## src/rtl/fetch_unit_pkg.sv

```systemverilog
// Shared fetch-stage definitions: reset constants, NOP encoding and fetch FSM states.
package fetch_unit_pkg;

    localparam logic [31:0] INSTR_NOP        = 32'h0000_0013;
    localparam logic [31:0] RESET_PC_DEFAULT = 32'h0000_0000;

    typedef enum logic [0:0] {
        IF_ST_FETCH = 1'b0,
        IF_ST_DRAIN = 1'b1
    } if_state_e;

    function automatic logic [31:0] align_word(input logic [31:0] addr);
        return addr & 32'hFFFF_FFFC;
    endfunction

endpackage

```

## src/rtl/fetch_skid_buf.sv

```systemverilog
// One-entry {pc, instr} holding buffer that absorbs a response while decode is stalled.
module fetch_skid_buf
    import fetch_unit_pkg::*;
#(
    parameter logic [31:0] RESET_PC = RESET_PC_DEFAULT
) (
    input  logic        clk,
    input  logic        rst,
    input  logic        load,
    input  logic        unload,
    input  logic        flush,
    input  logic [31:0] in_pc,
    input  logic [31:0] in_instr,
    output logic        valid,
    output logic [31:0] out_pc,
    output logic [31:0] out_instr
);

    logic        valid_d, valid_q;
    logic [31:0] pc_d, pc_q;
    logic [31:0] instr_d, instr_q;

    // Next-entry selection; flush beats load beats unload.
    always_comb begin
        valid_d = valid_q;
        pc_d    = pc_q;
        instr_d = instr_q;
        if (flush) begin
            valid_d = 1'b0;
        end else if (load) begin
            valid_d = 1'b1;
            pc_d    = in_pc;
            instr_d = in_instr;
        end else if (unload) begin
            valid_d = 1'b0;
        end else begin
            valid_d = valid_q;
        end
    end

    // Entry registers.
    always_ff @(posedge clk or posedge rst) begin
        if (rst) begin
            valid_q <= 1'b0;
            pc_q    <= RESET_PC;
            instr_q <= INSTR_NOP;
        end else begin
            valid_q <= valid_d;
            pc_q    <= pc_d;
            instr_q <= instr_d;
        end
    end

    assign valid     = valid_q;
    assign out_pc    = pc_q;
    assign out_instr = instr_q;

endmodule

```

## src/rtl/fetch_unit.sv

```systemverilog
// Instruction fetch stage: PC, single-outstanding imem handshake, skid buffer and redirect drain.
module fetch_unit
    import fetch_unit_pkg::*;
#(
    parameter logic [31:0] RESET_PC = RESET_PC_DEFAULT
) (
    input  logic        clk,
    input  logic        rst,
    output logic        imem_req,
    output logic [31:0] imem_addr,
    input  logic        imem_ready,
    input  logic [31:0] imem_rdata,
    input  logic        stall,
    input  logic        redirect_valid,
    input  logic [31:0] redirect_pc,
    output logic        if_valid,
    output logic [31:0] if_pc,
    output logic [31:0] if_instr,
    output logic [31:0] if_pc4
);

    if_state_e   state_d, state_q;
    logic [31:0] pc_d, pc_q;
    logic [31:0] hold_d, hold_q;
    logic        out_valid_d, out_valid_q;
    logic [31:0] out_pc_d, out_pc_q;
    logic [31:0] out_instr_d, out_instr_q;
    logic [31:0] out_pc4_d, out_pc4_q;

    logic        req_int_s;
    logic        skid_valid_s;
    logic        skid_load_s;
    logic        skid_unload_s;
    logic        skid_flush_s;
    logic [31:0] skid_pc_s;
    logic [31:0] skid_instr_s;

    // The request depends only on registered state, never on imem_ready.
    assign req_int_s = (state_q == IF_ST_DRAIN) || !skid_valid_s;
    assign imem_req  = req_int_s && !rst;
    assign imem_addr = (state_q == IF_ST_DRAIN) ? hold_q : pc_q;

    fetch_skid_buf #(
        .RESET_PC (RESET_PC)
    ) u_skid (
        .clk       (clk),
        .rst       (rst),
        .load      (skid_load_s),
        .unload    (skid_unload_s),
        .flush     (skid_flush_s),
        .in_pc     (pc_q),
        .in_instr  (imem_rdata),
        .valid     (skid_valid_s),
        .out_pc    (skid_pc_s),
        .out_instr (skid_instr_s)
    );

    // Next-state, PC and output-register selection; redirect overrides everything.
    always_comb begin
        state_d       = state_q;
        pc_d          = pc_q;
        hold_d        = hold_q;
        out_valid_d   = out_valid_q;
        out_pc_d      = out_pc_q;
        out_instr_d   = out_instr_q;
        out_pc4_d     = out_pc4_q;
        skid_load_s   = 1'b0;
        skid_unload_s = 1'b0;
        skid_flush_s  = 1'b0;
        if (redirect_valid) begin
            out_valid_d  = 1'b0;
            skid_flush_s = 1'b1;
            pc_d         = align_word(redirect_pc);
            if (state_q == IF_ST_DRAIN) begin
                state_d = imem_ready ? IF_ST_FETCH : IF_ST_DRAIN;
            end else if (req_int_s && !imem_ready) begin
                // Keep presenting the old address until memory takes it.
                state_d = IF_ST_DRAIN;
                hold_d  = pc_q;
            end else begin
                state_d = IF_ST_FETCH;
            end
        end else begin
            case (state_q)
                IF_ST_FETCH: begin
                    if (req_int_s && imem_ready) begin
                        pc_d = pc_q + 32'd4;
                        if (!out_valid_q || !stall) begin
                            out_valid_d = 1'b1;
                            out_pc_d    = pc_q;
                            out_instr_d = imem_rdata;
                            out_pc4_d   = pc_q + 32'd4;
                        end else begin
                            skid_load_s = 1'b1;
                        end
                    end else if (out_valid_q && !stall) begin
                        if (skid_valid_s) begin
                            out_pc_d      = skid_pc_s;
                            out_instr_d   = skid_instr_s;
                            out_pc4_d     = skid_pc_s + 32'd4;
                            skid_unload_s = 1'b1;
                        end else begin
                            out_valid_d = 1'b0;
                        end
                    end else begin
                        out_valid_d = out_valid_q;
                    end
                end
                IF_ST_DRAIN: begin
                    state_d = imem_ready ? IF_ST_FETCH : IF_ST_DRAIN;
                end
                default: begin
                    state_d = IF_ST_FETCH;
                end
            endcase
        end
    end

    // State, PC and decode-facing output registers.
    always_ff @(posedge clk or posedge rst) begin
        if (rst) begin
            state_q     <= IF_ST_FETCH;
            pc_q        <= RESET_PC;
            hold_q      <= RESET_PC;
            out_valid_q <= 1'b0;
            out_pc_q    <= RESET_PC;
            out_instr_q <= INSTR_NOP;
            out_pc4_q   <= RESET_PC + 32'd4;
        end else begin
            state_q     <= state_d;
            pc_q        <= pc_d;
            hold_q      <= hold_d;
            out_valid_q <= out_valid_d;
            out_pc_q    <= out_pc_d;
            out_instr_q <= out_instr_d;
            out_pc4_q   <= out_pc4_d;
        end
    end

    assign if_valid = out_valid_q;
    assign if_pc    = out_pc_q;
    assign if_instr = out_instr_q;
    assign if_pc4   = out_pc4_q;

endmodule

```

## config.mk

```make
export PLATFORM = sky130hd
export DESIGN_NAME = fetch_unit
export DESIGN_NICKNAME = d
export VERILOG_FILES = /design/src/rtl/fetch_unit_pkg.sv /design/src/rtl/fetch_skid_buf.sv /design/src/rtl/fetch_unit.sv
export SDC_FILE = /design/constraint.sdc
export NUM_CORES = 1
export LEC_CHECK = 0
export ABC_AREA = 1
export ABC_CLOCK_PERIOD_IN_PS = 9310
export CORE_MARGIN = 4
export CORE_UTILIZATION = 53
export DETAILED_ROUTE_END_ITERATION = 10
export PLACE_DENSITY = 0.8
export RECOVER_POWER = 50
export SLEW_MARGIN = 20
export SYNTH_ARGS = -nofsm -noshare
export SYNTH_HDL_FRONTEND = slang
export SYNTH_SLANG_ARGS = --single-unit
```

## constraint.sdc

```tcl
create_clock -name clk -period 9.31 [get_ports clk]
set_clock_uncertainty 0.2 [all_clocks]
set_input_delay 1.862 -clock clk [delete_from_list [all_inputs] [get_ports clk]]
set_output_delay 1.862 -clock clk [all_outputs]
set_load 0.05 [all_outputs]
```

==> results.json <==
{
  "status": "finished with violations",
  "violations": "capacitance limit, slew limit",
  "chipHeight_um": 152,
  "final-hold-violation-count": 0,
  "ff2ff_setup_slack_ps": 5080,
  "ys_seq_elements": 217,
  "nets": 1685,
  "place_congestion": 0.918,
  "htreeDepth": 1,
  "fmax_ghz": 0.181,
  "post_cts_buffers": 0,
  "worst_slack_ps": 3790,
  "cts_buffers": 24,
  "final_util_pct": 68.0,
  "ant_nets": 0,
  "setup.worst_path.class": "in -> out",
  "worstHoldPathType": "reg -> reg",
  "p_leak_nw": 6.25,
  "drc": 0,
  "place_ws_ps": 3220,
  "dpl.hpwl_mm": 22.4,
  "drv_cap": 1,
  "worst_pin_slew_ps": 2010,
  "rsz0062_at_grt": "false",
  "cts-root-buf": "clkbuf_16",
  "fin_crit_ps": 5520,
  "grt_overflow": 0,
  "fin_setup_tns_ps": 0,
  "slew_violations": 61,
  "syn_area_um2": 11000,
  "finalCritPeriodShare_pct": 59.3,
  "arrival_ps": 3460,
  "grt_first_pass_wirelength_mm": 51.9,
  "drtIter0Drc": 1323,
  "die_w_um": 152,
  "cts_resized": 0,
  "grt_max_degree": 138,
  "io_buffer_count": 190,
  "critPathRequiredTime_ps": 7250,
  "grt_pass1_vias": 9798,
  "floorplan.initialDensity_pct": 54.2,
  "drt-wirelength-per-cell_um": 16.9,
  "clk_path_buf_depth": 3,
  "grtUsageTotal_pct": 27.2,
  "start_kind": "input port",
  "cp_max_fo": 2,
  "clkTransAtPathRegs_ps": 60,
  "clock_latency_ps": 530,
  "syn_avg_cell_area_um2": 7.52,
  "routed_wl_mm": 32.2,
  "syn2layout_area_growth_pct": 25.3,
  "die_area_um2": 23200,
  "seq_area_frac_synth_pct": 49.2,
  "cts_hold_buf": 0,
  "synth.distinct_cells": 35,
  "layout-drive-gt1-share_pct": 4.53,
  "vias": 10500,
  "clock-sinks": 217,
  "cts_tree": "done",
  "synth-warning-count": 0,
  "n_antenna_cell": 0,
  "syn_inst": 1468,
  "worst_setup_path_end_kind": "primary output",
  "io_pins": 199,
  "rows": 52,
  "ir_drop_uv": 141,
  "viasPerCell": 5.50,
  "dr.pass1.iters": 6,
  "relSlewSlack_pct": -34.0,
  "coreArea_um2": 20400,
  "powerDensity_nw_per_um2": 266,
  "setup_viol": 0,
  "antenna_found_initial": 1
}
[registers in the layout, indices dropped and copies added (netlist names)]
name              count
if_valid              1
pc_q                 30
u_skid.out_instr     32
if_instr             32
if_pc4               30
hold_q               30
u_skid.valid          1
u_skid.out_pc        30
if_pc                30
state_q               1
[per-layer routing]
metal	routed length, um	GRT usage, %	up-vias
li1	-	-	5050
met1	14500	41.8	4888
met2	13700	39.6	483
met3	3320	5.91	46
met4	574	6.21	2
met5	13	0	-
[Yosys cell counts (all sizes together)]
cell type | count | area share (%)
and3 | 1 | 0.057
nand3b | 11 | 0.75
ha | 2 | 0.23
o21ai | 111 | 5.0
inv | 87 | 3.0
and2 | 4 | 0.23
nand3 | 117 | 5.3
dfrtp | 210 | 48
dfstp | 7 | 1.7
o211ai | 17 | 1.2
nor2 | 152 | 5.2
xnor2 | 9 | 0.71
buf | 41 | 2.1
clkbuf | 43 | 1.5
a221oi | 1 | 0.14
o21bai | 2 | 0.14
a31oi | 62 | 3.5
a21oi | 8 | 0.43
o221ai | 7 | 0.56
nand4 | 6 | 0.34
o22ai | 5 | 0.28
or2 | 3 | 0.17
nand2 | 542 | 18
xor2 | 15 | 1.2
nor3 | 4 | 0.28
conb | 1 | 0.034
[cell families (layout without fill, tap and decap cells)]
logic type | after synthesis | after routing | share of synthesized area [%]
other cells | 1 | 6 | 0.0340
fa+ha+maj | 2 | 2 | 0.227
simple gates | 840 | 840 | 30.8
xor+xnor | 24 | 24 | 1.90
compound gates | 213 | 213 | 11.2
flops | 217 | 217 | 49.2
buf+inv | 171 | 330 | 6.56
[path summary, 6_finish.rpt]
path / startpoint / end / cells after the start
worst max-delay path: rst / imem_req / 3
worst min-delay path: u_skid.out_instr[1] / u_skid.out_instr[1] / 2
worst max register to register: state_q / u_skid.out_pc[26] / 11
worst min register to register: u_skid.out_instr[1] / u_skid.out_instr[1] / 2
max in group asynchronous: rst / u_skid.out_instr[5] / 3
min in group asynchronous: rst / hold_q[4] / 2
[metrics by stage]
step / power (W) / cell area, um2 / std cells / hold slack (ps)
floorplan: 0.00225 / 11100 / 1473 / 242
global placement: 0.00268 / 13000 / 1858 / 252
detailed placement: 0.00271 / 13000 / 1858 / 259
CTS: 0.00371 / 13800 / 1902 / 267
global route: 0.00387 / 13800 / 1902 / 285
finish: 0.00368 / 13800 / 1902 / 265
[power breakdown]
group,internal (W),switching (W),total [W]
Sequential,0.00119,0.000210,0.00140
Combinational,0.000418,0.000873,0.00129
Clock,0.000593,0.000395,0.000988
[critical path, stage by stage]
cell and delay [ps]:
dlygate4sd3_1 630, a21oi_1 150, clkdlybuf4s50_1 820
[layout make-up]
| cell class | instances | area, um2 |
|---|---|---|
| clock buffers | 30 | 663 |
| fillers | 1719 | 6520 |
| multi-input cells | 1085 | 4920 |
| inverters | 87 | 334 |
| well taps | 270 | 338 |
| repair buffers | 199 | 1970 |
| flip-flops and latches | 217 | 5440 |
| clock inverters | 14 | 175 |
[layout by cell type, fill, tap and decap left out, drive strengths merged, types with 3 or more instances in the layout]
cell / instances
dfstp: 7
nor2: 152
buf: 8
nand3b: 11
nand3: 117
xor2: 15
dfrtp: 210
clkdlybuf4s50: 149
o221ai: 7
nand4: 6
clkinv: 4
dlygate4sd3: 41
nor3: 4
bufinv: 3
and2: 4
o211ai: 17
xnor2: 9
or2: 3
conb: 6
nand2: 542
clkbuf: 31
a31oi: 62
inv: 88
o21ai: 111
a21oi: 8
o22ai: 5
clkinvlp: 6
Power figures use the tool's default switching activity.
